`src/rtl/wb_write_arbiter.sv`:
```
// Writeback arbiter: grants up to two register-file writes per cycle in
// round-robin order, never two to one register, and stages them for ports 3/6.
module wb_write_arbiter #(
  parameter int NREQ = 4,
  parameter int AW   = 5,
  parameter int DW   = 32
) (
  input  logic                 clk,
  input  logic                 rst_n,
  // Handshake: requester i transfers on a clock edge where req_valid[i] &
  // req_ready[i]. req_ready is combinational from the requests; requesters
  // hold valid/addr/data stable until then, and valid never depends on ready.
  input  logic [NREQ-1:0]      req_valid,
  input  logic [NREQ*AW-1:0]   req_addr,
  input  logic [NREQ*DW-1:0]   req_data,
  output logic [NREQ-1:0]      req_ready,
  output logic                 we3,
  output logic [AW-1:0]        a3,
  output logic [DW-1:0]        wd3,
  output logic                 we6,
  output logic [AW-1:0]        a6,
  output logic [DW-1:0]        wd6,
  output logic [2**AW-1:0]     pend_mask
);

  localparam int PW = (NREQ > 1) ? $clog2(NREQ) : 1;

  logic [PW-1:0]   ptr;
  logic [PW-1:0]   ptr_nxt;
  logic [NREQ-1:0] elig;
  logic [NREQ-1:0] is_x0;
  logic [NREQ-1:0] grant;

  logic            slot_a_vld;
  logic [PW-1:0]   slot_a_idx;
  logic [AW-1:0]   slot_a_addr;
  logic [DW-1:0]   slot_a_data;
  logic            slot_b_vld;
  logic [PW-1:0]   slot_b_idx;
  logic [AW-1:0]   slot_b_addr;
  logic [DW-1:0]   slot_b_data;

  function automatic logic [PW-1:0] wrap_inc(input logic [PW-1:0] i);
    if (int'(i) == NREQ - 1) return '0;
    return i + PW'(1);
  endfunction

  always_comb begin : classify
    elig  = '0;
    is_x0 = '0;
    for (int i = 0; i < NREQ; i++) begin
      is_x0[i] = req_valid[i] && (req_addr[i*AW +: AW] == '0);
      elig[i]  = req_valid[i] && (req_addr[i*AW +: AW] != '0);
    end
  end

  // Single pass in scan order: the first eligible owner takes slot A, the
  // next eligible one with a different destination takes slot B.
  always_comb begin : scan
    int idx;
    idx         = 0;
    slot_a_vld  = 1'b0;
    slot_a_idx  = '0;
    slot_a_addr = '0;
    slot_a_data = '0;
    slot_b_vld  = 1'b0;
    slot_b_idx  = '0;
    slot_b_addr = '0;
    slot_b_data = '0;
    for (int k = 0; k < NREQ; k++) begin
      idx = int'(ptr) + k;
      if (idx >= NREQ) idx = idx - NREQ;
      if (elig[idx]) begin
        if (!slot_a_vld) begin
          slot_a_vld  = 1'b1;
          slot_a_idx  = PW'(idx);
          slot_a_addr = req_addr[idx*AW +: AW];
          slot_a_data = req_data[idx*DW +: DW];
        end else if (!slot_b_vld && (req_addr[idx*AW +: AW] != slot_a_addr)) begin
          slot_b_vld  = 1'b1;
          slot_b_idx  = PW'(idx);
          slot_b_addr = req_addr[idx*AW +: AW];
          slot_b_data = req_data[idx*DW +: DW];
        end
      end
    end
  end

  always_comb begin : grant_logic
    grant   = '0;
    ptr_nxt = ptr;
    if (slot_a_vld) begin
      grant[slot_a_idx] = 1'b1;
      ptr_nxt           = wrap_inc(slot_a_idx);
    end
    if (slot_b_vld) begin
      grant[slot_b_idx] = 1'b1;
      ptr_nxt           = wrap_inc(slot_b_idx);
    end
  end

  // x0 writes are acknowledged without consuming a port.
  assign req_ready = rst_n ? (grant | is_x0) : '0;

  always_ff @(posedge clk or negedge rst_n) begin
    if (!rst_n) begin
      ptr <= '0;
      we3 <= 1'b0;
      a3  <= '0;
      wd3 <= '0;
      we6 <= 1'b0;
      a6  <= '0;
      wd6 <= '0;
    end else begin
      ptr <= ptr_nxt;
      we3 <= slot_a_vld;
      a3  <= slot_a_addr;
      wd3 <= slot_a_data;
      we6 <= slot_b_vld;
      a6  <= slot_b_addr;
      wd6 <= slot_b_data;
    end
  end

  always_comb begin : pending
    pend_mask = '0;
    if (we3) pend_mask[a3] = 1'b1;
    if (we6) pend_mask[a6] = 1'b1;
  end

  a_distinct_ports: assert property (@(posedge clk) disable iff (!rst_n)
    (we3 && we6) |-> (a3 != a6));
  a_no_x0_write: assert property (@(posedge clk) disable iff (!rst_n)
    (!we3 || a3 != '0) && (!we6 || a6 != '0));

endmodule

```
`config.mk`:
```
export PLATFORM = sky130hd
export DESIGN_NAME = wb_write_arbiter
export DESIGN_NICKNAME = d
export VERILOG_FILES = /design/src/rtl/wb_write_arbiter.sv
export SDC_FILE = /design/constraint.sdc
export NUM_CORES = 1
export LEC_CHECK = 0
export ABC_AREA = 1
export CAP_MARGIN = 20
export CELL_PAD_IN_SITES_DETAIL_PLACEMENT = 0
export CELL_PAD_IN_SITES_GLOBAL_PLACEMENT = 1
export CORE_UTILIZATION = 34
export CTS_BUF_LIST = sky130_fd_sc_hd__clkbuf_4
export CTS_CLUSTER_DIAMETER = 120
export DETAILED_ROUTE_END_ITERATION = 10
export GPL_TIMING_DRIVEN = 1
export HOLD_SLACK_MARGIN = 0.05
export PLACE_DENSITY = 0.87
export SETUP_SLACK_MARGIN = 0.02
export SKIP_LAST_GASP = 1
export SYNTH_ARGS = -nofsm -noshare
export SYNTH_HDL_FRONTEND = slang
export SYNTH_SLANG_ARGS = --single-unit
```
`constraint.sdc`:
```
create_clock -name clk -period 6.6 [get_ports clk]
set_input_delay 0.66 -clock clk [delete_from_list [all_inputs] [get_ports clk]]
set_output_delay 0.66 -clock clk [all_outputs]
set_load 0.01 [all_outputs]
```
# After elaboration in Yosys (flattened, before gate mapping)

Cells that the tools add are included.
W data, S select, Z words.

Input bits: 154
Flip-flop bits (word level): 78

Multipliers: 4
$lt $le $gt $ge: 16
Shift-type cells: 8
Add/sub/neg operators: 9
Reductions and logical operators: 25
Bitwise operators: 3
Equal/unequal tests: 5
Multiplexer cells: 100

Operators with widths:

| cell                    | count |
|---|---|
| $mux W32                | 22 |
| $shiftx A128 B32 Y32    | 4 |
| $lt A32 B4 Y1 const B   | 4 |
| $mul A32 B4 Y32 const B | 4 |
| $shiftx A20 B32 Y5      | 4 |
| $mux W5                 | 16 |
| $mux W2                 | 22 |
| $or A32 B32 Y32         | 1 |
| $mux W1                 | 29 |
| $logic_not A5 Y1        | 4 |
| $reduce_bool A5 Y1      | 4 |
| $ne A5 B5 Y1            | 3 |
| $logic_and A1 B1 Y1     | 14 |
| $lt A5 B6 Y1 const B    | 2 |
| $mux W4                 | 3 |
| $sub A3 B3 Y4 const B   | 3 |
| $demux W1 S5            | 2 |
| $ge A5 B1 Y1 const B    | 2 |
| $ge A3 B3 Y1 const B    | 3 |
| $bmux W1 S2             | 4 |
| $or A4 B4 Y4            | 2 |
| $add A2 B2 Y3 const B   | 2 |
| $lt A2 B3 Y1 const B    | 2 |
| $add A2 B1 Y2 const B   | 2 |
| other kinds (8)         | 12 |

# Longest topological paths before layout

Depth in word-level cells: 28
Gate-level depth with buffers: 37
Mapped depth without buffers: 31

# Worst setup path after synthesis

No wires, ideal clock.

Kind: flip-flop to output port
Start point: register ptr[1]
End point: output req_ready[2]
Path buffers: 9
Data arrival time: 4.918 ns
Cell stages (with the launch flop): 31
Slack: 1.022 ns
Required time: 5.940 ns
Cell sequence: dfrtp_1 -> buf_2 -> inv_6 -> buf_2 -> buf_2 -> clkbuf_1 -> ha_1 -> buf_4 -> inv_1 -> buf_4 -> clkbuf_1 -> buf_1 -> nor2_1 -> ha_1 -> nand4_1 -> o21ai_0 -> nand2_1 -> xor2_1 -> nor2_1 -> nand3_2 -> nand3_2 -> buf_2 -> nand2_1 -> o22ai_1 -> inv_1 -> nand2_1 -> nand2_1 -> inv_1 -> ha_1 -> nand2_1 -> a21oi_1

Cells in the longest elaborated chain, start to end: 28
Elaborated cells on any way between the ends: 91
Those cells by class: 7 x add/sub; 4 x mul; 8 x order compare; 3 x eq/ne; 4 x shift; 57 x mux; 2 x bitwise; 6 x reduce/logical

Ends and longest elaborated chain:

| element                                                                  | line | source |
|---|---|---|
| start, declared                                                          | 28   | `logic [PW-1:0] ptr;` |
| start signal, assigned                                                   | 115  | `ptr <= ptr_nxt;` |
| parallel branches: the longest is 25 deep, another holds $mul A32 B4 Y32 | n/a  |  |
| $mux W4 *                                                                | 96   | `if (slot_b_vld) begin` |
| $or A4 B4 Y4 *                                                           | 103  | `assign req_ready = rst_n ? (grant \| is_x0) : '0;` |
| $mux W4 *                                                                | 103  |  |
| end, declared                                                            | 16   | `output logic [NREQ-1:0] req_ready,` |

Every way passes the cells marked *. The select of a mux whose other input is x is not followed.

# Worst setup path after layout

Start point: register ptr[0]
End point: output req_ready[3]

Same word-level chain as after synthesis.

==> impl_results.rst <==
.. list-table::
   :header-rows: 1

   * - Metric
     - Value
   * - Maximum number of pins on one net before global-route repair
     - 134
   * - Predominant post-synthesis flop cell
     - sky130_fd_sc_hd__dfrtp_1
   * - Worst setup SP type
     - register
   * - Portion of synthesized cell area occupied by the leading cell type
     - 0.194
   * - Detailed router's first-iteration violation count
     - 1396
   * - Starting Density
     - 0.348
   * - Crit path capture type
     - output port
   * - Weighted congestion reported at the end of routability-driven placement
     - 0.922
   * - Worst hold path type
     - input pin to asynchronous set/reset pin
   * - Final Hold Vio Count
     - 0
   * - Setup WS post-layout
     - 0.490 ns
   * - Unrepaired setup endpoints after global routing
     - no
   * - Core region area
     - 0.0289 mm²
   * - Finished layout cell area
     - 0.0130 mm²
   * - Crit path from
     - ptr[0]
   * - Chip Height
     - 174 µm
   * - Crit path max fanout
     - 44
   * - Sum of negative setup slack
     - 0 ns
   * - Proportion of layout cells with a drive suffix above 1
     - 0.0506
   * - Post-route antenna net violation count
     - 0
   * - Most common cell in the netlist
     - sky130_fd_sc_hd__nand2_1
   * - Minimum setup slack among reg-to-reg paths
     - 1.80 ns
   * - Detailed-placement wirelength estimate
     - 30300 µm
   * - Post-synthesis cell type count
     - 45
   * - Mean instance size in the synthesized netlist
     - 5.71 µm²
   * - Horizontal die dimension
     - 174 µm
   * - IO Port Bufs
     - 265
   * - Wire length of the first global-routing pass
     - 65300 µm
   * - Clock latency reported for the late side of the worst-skew pair
     - 0.48 ns
   * - Antenna violations before repair
     - 6
   * - Buf+Inv Stages, Crit Path
     - 7
   * - Crit path required time
     - 5.94 ns
   * - Number of nets in the layout
     - 2127
   * - Total of max-cap violations
     - 0
   * - Number of design rule violations left after detail routing
     - 0
   * - CP endpoint
     - req_ready[3]
   * - Cell total after placement
     - 2324
   * - Slew of the pin with the lowest slew margin
     - 1.03 ns
   * - Std cell rows
     - 62
   * - Relative slew margins
     - 0.312
   * - Buffers from clock root to sink, at most
     - 2
   * - Final instance count without filler cells
     - 2344
   * - Number of instances in the synthesized netlist
     - 1763
   * - Cell types with the largest area share after synthesis
     - sky130_fd_sc_hd__dfrtp_1, sky130_fd_sc_hd__nand2_1, sky130_fd_sc_hd__o21ai_0, sky130_fd_sc_hd__inv_1, sky130_fd_sc_hd__nand3_1
   * - Number of H-tree levels
     - 3
   * - Area growth syn-to-layout
     - 28.9%
   * - Number of top-level design ports
     - 266
   * - Post-synthesis instance area
     - 0.0101 mm²
   * - Endpoints failing setup
     - 0
   * - Grt ovf
     - 0
   * - Run status
     - finished, final reports clean
   * - Overall global routing resource usage
     - 0.269
   * - Worst reg2reg path endpoint
     - ptr[1]
   * - EDFF count, synth
     - 0
   * - Area leader, netlist
     - sky130_fd_sc_hd__dfrtp_1
   * - Worst Setup Path Type
     - register to output port
   * - Share of synthesized flip-flops with an asynchronous set or reset
     - 1.00
   * - Final worst path period share
     - 0.926
   * - Via/cell ratio
     - 5.49
   * - Arrival time reported for the critical path endpoint
     - 5.45 ns
   * - TritonCTS clock tree
     - built
   * - Final Skew
     - 0.0194 ns
   * - Synthesis Warnings
     - 0
   * - Wire length per cell
     - 17.7 µm
   * - Depth of the worst register-to-register path
     - 26
   * - Total number of vias
     - 12900
   * - Sequential-to-total area share from yosys stat
     - 0.194
   * - Root buffer cell
     - sky130_fd_sc_hd__clkbuf_4
   * - Worst slack, placed
     - 0.869 ns
   * - Pins Over Slew Limit
     - 0
   * - Most used standard cells in the synthesized netlist
     - sky130_fd_sc_hd__nand2_1, sky130_fd_sc_hd__o21ai_0, sky130_fd_sc_hd__inv_1
   * - Area after detailed placement
     - 0.0128 mm²
   * - Count of cell instances traversed by the critical path
     - 26
   * - Fmax
     - 0.164 GHz
   * - Min cycle time layout
     - 6.11 ns
   * - DIE AREA
     - 0.0303 mm²
   * - Clk sinks
     - 78
   * - Synth Net Count
     - 1939
   * - Crit path largest cell delay
     - 0.55 ns
   * - Most repeated library cell on the critical path
     - sky130_fd_sc_hd__nand2_1
   * - Number of global-route vias before repair
     - 12000
   * - Slowest stage cell on the critical path
     - sky130_fd_sc_hd__clkdlybuf4s50_1
   * - Final WL
     - 41600 µm
   * - Clock Pin Slew Worst Setup and Hold Paths
     - 0.15 ns
   * - Number of buffers inserted during clock tree synthesis
     - 9
   * - Number of synthesized register bits
     - 78
   * - R2r startpoint
     - ptr[0]
   * - Number of detailed-routing iterations run before antenna repair
     - 8
   * - Cell family contributing the most delay on the critical path
     - buffers and inverters
## registers in the layout, summed over array words and instances, names as in the netlist
signal and cells:
a6 5, we3 1, ptr 2, we6 1, wd3 32, a3 5, wd6 32
## final cells by class
class | count | area, µm²
multi-input cells | 1350 | 6750
well taps | 384 | 480
clock buffers | 9 | 67.6
repair buffers | 286 | 2820
clock inverters | 6 | 37.5
fillers | 3040 | 15900
flip-flops and latches | 78 | 1960
diodes | 5 | 12.5
inverters | 226 | 861
## cell families (layout without fill, tap and decap cells)
| logic type | count (synthesis) | count (layout) | synth area share |
|---|---|---|---|
| simple gates | 829 | 829 | 0.344 |
| compound gates | 494 | 494 | 0.293 |
| buf+inv | 335 | 527 | 0.137 |
| flops | 78 | 78 | 0.194 |
| fa+ha+maj | 22 | 22 | 0.0281 |
| xor+xnor | 5 | 5 | 0.00435 |
| other cells | 0 | 5 | 0 |
## routing by layer
layer  part of all wire  GRT usage  wire (µm)
met5                  0          0          0
met4              0.025     0.0965       1060
met3              0.076     0.0416       3150
met2               0.46      0.436      19100
met1               0.44      0.362      18200
## worst reg2reg max path: stages, from the launching register on
cell and delay (ns):
sky130_fd_sc_hd__dfrtp_4 0.47, sky130_fd_sc_hd__buf_6 0.31, sky130_fd_sc_hd__ha_1 0.23, sky130_fd_sc_hd__nand2_1 0.07, sky130_fd_sc_hd__buf_4 0.26, sky130_fd_sc_hd__nor2_1 0.19, sky130_fd_sc_hd__inv_1 0.08, sky130_fd_sc_hd__fa_1 0.40
sky130_fd_sc_hd__xor2_1 0.35, sky130_fd_sc_hd__inv_1 0.18, sky130_fd_sc_hd__a31oi_1 0.17, sky130_fd_sc_hd__o21ai_0 0.11, sky130_fd_sc_hd__nand2_1 0.14, sky130_fd_sc_hd__nand3_1 0.09, sky130_fd_sc_hd__nand2_1 0.07, sky130_fd_sc_hd__nand2_1 0.05
sky130_fd_sc_hd__nor2_1 0.16, sky130_fd_sc_hd__a21oi_2 0.09, sky130_fd_sc_hd__nand2_2 0.31, sky130_fd_sc_hd__nand2_1 0.10, sky130_fd_sc_hd__nand2_1 0.18, sky130_fd_sc_hd__inv_1 0.10, sky130_fd_sc_hd__ha_1 0.29, sky130_fd_sc_hd__inv_1 0.05
sky130_fd_sc_hd__nand2_1 0.05, sky130_fd_sc_hd__nand3_1 0.08, sky130_fd_sc_hd__o21ai_0 0.10
## how the worst min path moves through the flow
stage,startpoint,to,slack [ns]
after floorplan,rst_n,a3[0],0.36
after global placement,rst_n,wd6[17],0.68
after detailed placement,rst_n,wd3[17],0.68
after CTS,rst_n,wd3[17],0.13
after global routing,rst_n,wd6[17],0.15
final,rst_n,wd6[17],0.15
## layout by cell type (no fill, tap or decap), types with 5 or more instances in the layout
cell	Yosys	layout
sky130_fd_sc_hd__o22ai_2	12	12
sky130_fd_sc_hd__clkdlybuf4s50_1	0	264
sky130_fd_sc_hd__inv_1	219	218
sky130_fd_sc_hd__o21ai_2	11	11
sky130_fd_sc_hd__a221oi_1	32	32
sky130_fd_sc_hd__buf_4	4	20
sky130_fd_sc_hd__ha_1	21	19
sky130_fd_sc_hd__nand2_1	490	490
sky130_fd_sc_hd__nor2_1	143	142
sky130_fd_sc_hd__o21ai_0	261	261
sky130_fd_sc_hd__nor3_1	42	42
sky130_fd_sc_hd__diode_2	0	5
sky130_fd_sc_hd__nand2_2	10	10
sky130_fd_sc_hd__nand3_1	114	113
sky130_fd_sc_hd__o21ai_1	19	19
sky130_fd_sc_hd__clkbuf_4	0	9
sky130_fd_sc_hd__o22ai_1	87	87
sky130_fd_sc_hd__dfrtp_1	78	76
sky130_fd_sc_hd__nand4_1	11	11
sky130_fd_sc_hd__nand3_2	5	6
sky130_fd_sc_hd__o21bai_1	30	30
sky130_fd_sc_hd__a21oi_1	26	26
sky130_fd_sc_hd__nand2_4	6	6
sky130_fd_sc_hd__inv_2	4	5
## repair_timing
item | in CTS | in global routing
gates resized for setup | 0 | 9
setup buffers | 0 | 0
hold buffers | 0 | 0
setup endpoints to repair | 0 | 4
## through the flow
stage	utilization	hold slack [ns]
after floorplan	-	0.364
after global placement	0.444	0.680
after detailed placement	0.444	0.684
after CTS	0.448	0.127
after global routing	0.449	0.153
final	0.449	0.149
Power is not shown: default switching activity piles up to over one toggle a cycle in this logic, so the estimate is an artifact.
==> RTL change 1, RTL diff (same flow settings) <==
The parameter `DW` goes from 32 to 16.
--- a/src/rtl/wb_write_arbiter.sv
+++ b/src/rtl/wb_write_arbiter.sv
@@ -5,3 +5,3 @@
   parameter int AW   = 5,
-  parameter int DW   = 32
+  parameter int DW   = 16
 ) (
Interface: changed (resized req_data, wd3 and wd6); port bits go from 266 to 170. No check against the original RTL was run, so the function may have changed too.
==> RTL change 1 against the unedited design <==
Final area fell by 30%; count of clock-buffer cells in the layout decreased by 4; setup slack gained 130 ps; global-route usage fell by 0.41 points; sequential cell count shrank 32; area after synthesis decreased by 29%; routed wire length down 30%; critical endpoint is now req_ready[1]; highest routed layer unchanged.
Power is left out: the tool's default activity adds up to more than one toggle a clock period on the data nets, which glitch-free logic cannot reach.
==> RTL change 1: results (changes against the unedited design) <==
----------------------------------------------------
[Status]
  Outcome ... completed (unchanged)

[Worst setup path]
  Master of the slowest instance on the critical path ... sky130_fd_sc_hd__dfrtp_1 (was sky130_fd_sc_hd__clkdlybuf4s50_1)
  Biggest cell delay along the critical path ... 760 ps (was 550 ps)
  CP arrival ... 5320 ps (was 5450 ps)
  Max FO, Critical Path ... 15 (was 44)

[Timing]
  Layout Skew ... 18.7 ps (was 19.4 ps)
  Relative slew margins ... 31.1% (was 31.2%)

[GRT]
  Vias in the first global route ... 7,992 (was 12,000)
  First-pass GRT wire length ... 45,200 um (was 65,300 um)
  Initial antenna violation count ... 0 (was 6)
  Largest net degree at the start of global routing ... 68 (was 134)
  Global Route Usage Sum ... 26.5% (was 26.9%)

[Place]
  Gp weighted congestion ... 0.952 (was 0.922)
  Final HPWL from detailed placement ... 23,200 um (was 30,300 um)
  Port bufs ... 169 (was 265)

[CTS]
  Clock H-tree levels ... 2 (was 3)
  Clock Latency Late Sink ... 370 ps (was 480 ps)
  Number of buffers created by CTS ... 5 (was 9)

[Yosys]
  Post-Synthesis Net Count ... 1,406 (was 1,939)
  Cell taking the most area after synthesis ... sky130_fd_sc_hd__nand2_1 (was sky130_fd_sc_hd__dfrtp_1)
  Sequential cell area fraction in the yosys report ... 16.0% (was 19.4%)
  Main area contributors after synthesis ... sky130_fd_sc_hd__nand2_1 22%, sky130_fd_sc_hd__dfrtp_1 16%, sky130_fd_sc_hd__o21ai_0 12% (was sky130_fd_sc_hd__dfrtp_1 19%, sky130_fd_sc_hd__nand2_1 18%, sky130_fd_sc_hd__o21ai_0 13%)

[Detailed routing]
  Starting DRT DRC Count ... 985 (was 1,396)
  Post-DR vias/cell ... 5.38 (was 5.49)
  Iteration count of the initial detailed-routing pass ... 6 (was 8)
  Final wirelength ... 29,300 um (was 41,600 um)

[Cells and area]
  Largest registers ... wd3 x16, wd6 x16 (was wd3 x32, wd6 x32)
  Number of antenna cells inserted ... 0 (was 5)
  Layout cells sized above 1 ... 6.72% (was 5.06%)

[Hold path]
  Class of the worst hold path ... in2async (unchanged)

----------------------------------------------------
-- RTL change 1: changes by cell type in the layout (fill, tap and decap cells not counted), moves of 20 or more --
cell	delta
sky130_fd_sc_hd__inv_1	-88
sky130_fd_sc_hd__nand2_1	-77
sky130_fd_sc_hd__clkdlybuf4s50_1	-96
sky130_fd_sc_hd__nor3_1	-20
sky130_fd_sc_hd__dfrtp_1	-31
sky130_fd_sc_hd__o22ai_1	-65
sky130_fd_sc_hd__o21ai_0	-86
sky130_fd_sc_hd__o21bai_1	-24
sky130_fd_sc_hd__nor2_1	-30
-- RTL change 1: final timing paths --
path	slack (ps)	end	from	cells past startpoint
worst max-delay path	620	req_ready[1]	ptr[1]	26
worst min-delay path	350	wd6[6]	rst_n	2
worst max register to register	1800	ptr[1]	ptr[1]	25
worst min register to register	1000	wd3[8]	ptr[1]	3
max in group asynchronous	5800	ptr[0]	rst_n	2
min in group clk	1000	wd3[8]	ptr[1]	3
-- RTL change 1: cell type report --
class	instances	area, um^2
Clock buffer	5	37.5
Clock inverter	3	21.3
Fill cell	2205	11400
Inverter	143	542
Multi-Input combinational cell	1045	5160
Sequential cell	46	1150
Tap cell	270	338
Timing Repair Buffer	186	1810
-- RTL change 1: logic make-up after synthesis --
group	count (synthesis)	share of synthesized area, %
compound gates	303	24.6
fa+ha+maj	22	3.93
xor+xnor	5	0.609
buf+inv	203	12.2
mux	5	0.696
flops	46	16.0
simple gates	710	41.9
-- RTL change 1: critical path, delay by kind of cell, from the launching register on --
kind            cells  cell delay, ps
compound gates      3             630
buf+inv             6            1270
simple gates       13            1240
flops               1             760
fa+ha+maj           4            1060
-- RTL change 1: metrics by stage --
| step | instances | hold WS (ps) | instance area [um^2] |
|---|---|---|---|
| floorplan | 1294 | 364 | 7190 |
| global placement | 1690 | 771 | 9010 |
| detailed placement | 1690 | 775 | 9010 |
| CTS | 1698 | 361 | 9070 |
| global route | 1698 | 388 | 9070 |
| finish | 1698 | 348 | 9070 |
-- RTL change 1: per-layer routing --
metal  GRT usage, %  part of all wire, %  routed length (um)
met5              0                    0                   0
met4           5.31                  1.6                 454
met3           5.15                   11                3120
met2           39.1                   42               12200
met1           39.7                   46               13500
==> RTL change 2, RTL diff (same settings) <==
Without the edit above. Make the reset (`rst_n`) synchronous in one clocked block.
--- a/src/rtl/wb_write_arbiter.sv
+++ b/src/rtl/wb_write_arbiter.sv
@@ -104,3 +104,3 @@
 
-  always_ff @(posedge clk or negedge rst_n) begin
+  always_ff @(posedge clk) begin
     if (!rst_n) begin
Check against the original RTL: not settled (the Yosys comparison gave no result); the edit may change what the design does.
==> RTL change 2 against the unedited design <==
Final area fell by 0.79%; worst hold slack improved by 600 ps; core utilization barely moved; setup slack got worse by 130 ps; area after synthesis fell by 1.4%; cell count rose by 4.9%; sequential cell count did not move; routed wire length rose by 8.2%; count of clock-buffer cells in the layout did not move; maximum frequency fell by 2.2%; largest cell class unchanged.
==> RTL change 2: results (changes against the unedited design) <==
----------------------------------------------------
[Worst setup path]
  Max FO, Critical Path ... 18 (was 44)
  CP arrival ... 5580 ps (was 5450 ps)
  Biggest cell delay along the critical path ... 600 ps (was 550 ps)

[Hold path]
  Class of the worst hold path ... in2reg (was in2async)

[Status]
  Outcome ... completed (unchanged)

[Cells and area]
  Net count reported at finish ... 2,241 (was 2,127)
  Layout cells sized above 1 ... 3.91% (was 5.06%)
  Filler cell count in the final layout ... 3,079 (was 3,040)

[GRT]
  Initial antenna violation count ... 4 (was 6)
  Grt met1 use ... 39.2% (was 36.2%)
  GR met3 Demand/Resource ... 4.31% (was 4.16%)
  Largest net degree at the start of global routing ... 283 (was 134)
  Vias in the first global route ... 12,400 (was 12,000)
  First-pass GRT wire length ... 69,200 um (was 65,300 um)

[Timing]
  Layout Skew ... 24.7 ps (was 19.4 ps)
  Relative slew margins ... 31.5% (was 31.2%)

[Place]
  Gp weighted congestion ... 1.02 (was 0.922)
  Total placed instance area ... 0.0127 mm^2 (was 0.0128 mm^2)
  Final HPWL from detailed placement ... 32,600 um (was 30,300 um)

[CTS]
  Clock Pin Slew Worst Setup and Hold Paths ... 170 ps (was 150 ps)

[Yosys]
  Synth cell count leaders ... 564 x sky130_fd_sc_hd__nand2_1, 293 x sky130_fd_sc_hd__o21ai_0, 195 x sky130_fd_sc_hd__nor2_1, 167 x sky130_fd_sc_hd__inv_1, 145 x sky130_fd_sc_hd__nand3_1 (was 490 x sky130_fd_sc_hd__nand2_1, 261 x sky130_fd_sc_hd__o21ai_0, 219 x sky130_fd_sc_hd__inv_1, 143 x sky130_fd_sc_hd__nor2_1, 114 x sky130_fd_sc_hd__nand3_1)
  Post-Synthesis Net Count ... 2,060 (was 1,939)
  Dominant synthesized flop cell ... sky130_fd_sc_hd__dfxtp_1 (was sky130_fd_sc_hd__dfrtp_1)
  Fraction of synthesis flops using an asynchronous set or reset pin ... 0% (was 100%)

[Detailed routing]
  Post-DR vias/cell ... 5.53 (was 5.49)
  Starting DRT DRC Count ... 1,342 (was 1,396)
  Final wirelength ... 45,000 um (was 41,600 um)

----------------------------------------------------
[RTL change 2: cell types whose count changed after synthesis, sizes merged, moves of 22 or more]
| cell | unedited run | this run |
|---|---|---|
| o221ai | 0 | 22 |
| dfxtp | 0 | 78 |
| nand3 | 119 | 148 |
| dfrtp | 78 | 0 |
| a21oi | 27 | 79 |
| o21ai | 291 | 318 |
| inv | 224 | 175 |
| nor2 | 147 | 201 |
| nand2 | 506 | 577 |
| o21bai | 30 | 1 |
| a221oi | 32 | 2 |
| o22ai | 99 | 52 |
[RTL change 2: stage by stage]
step / hold slack [ps] / utilization [%] / total power [mW] / setup slack, ps / std cells
6_report: 746 / 44.9 / 7.18 / 355 / 2458
5_1_grt: 758 / 44.9 / 7.86 / 20.3 / 2458
4_1_cts: 709 / 44.8 / 7.07 / 278 / 2453
3_5_place_dp: 816 / 44.4 / 6.74 / 840 / 2437
3_3_place_gp: 815 / 44.4 / 6.73 / 980 / 2437
2_1_floorplan: 904 / - / 4.89 / 1030 / 1884
[RTL change 2: final cells by class]
| cell class | instances | area (um^2) | share of cell area, % |
|---|---|---|---|
| multi-input combinational | 1505 | 7170 | 55.6 |
| timing repair buffer | 292 | 2870 | 22.2 |
| sequential | 78 | 1570 | 12.1 |
| inverter | 179 | 679 | 5.27 |
| tap | 384 | 480 | 3.73 |
| clock buffer | 9 | 67.6 | 0.524 |
| clock inverter | 7 | 47.5 | 0.369 |
| antenna | 4 | 10.0 | 0.0777 |
[RTL change 2: cells by family after synthesis]
kind of cell | share of synthesized area (%)
and+or+nand+nor | 39.7
AOI/OAI and AO/OA | 28.8
buffers and inverters | 12.4
DFF | 15.7
adders and majority gates | 2.85
xor gates and xnor gates | 0.529
[RTL change 2: path summary, 6_finish.rpt]
| path | startpoint | to | slack [ps] | cells past startpoint |
|---|---|---|---|---|
| setup / recovery | ptr[0] | req_ready[3] | 360 | 29 |
| hold / removal | rst_n | wd6[6] | 750 | 4 |
| setup reg to reg | ptr[0] | wd6[15] | 1920 | 24 |
| hold reg to reg | ptr[1] | ptr[1] | 880 | 3 |
[RTL change 2: timing repair]
| item | 4_1_cts | 5_1_grt |
|---|---|---|
| setup buffers | 0 | 1 |
| gates resized for setup | 0 | 5 |
| endpoints found under the setup margin | 0 | 4 |
| hold buffers | 0 | 0 |
[RTL change 2: critical path, delay by kind of cell (launching register included)]
family	cells	cell delay [ps]
simple gates	15	1580
buf+inv	7	1470
fa+ha+maj	4	1090
flops	1	490
compound gates	3	430
[RTL change 2: power groups by stage]
stage | registers (mW) | logic, mW | clock network, mW
CTS | 0.736 | 6.02 | 0.310
global route | 0.748 | 6.79 | 0.322
finish | 0.732 | 6.16 | 0.295
floorplan | 0.784 | 4.11 | 0
global placement | 0.745 | 5.99 | 0
detailed placement | 0.745 | 6.00 | 0
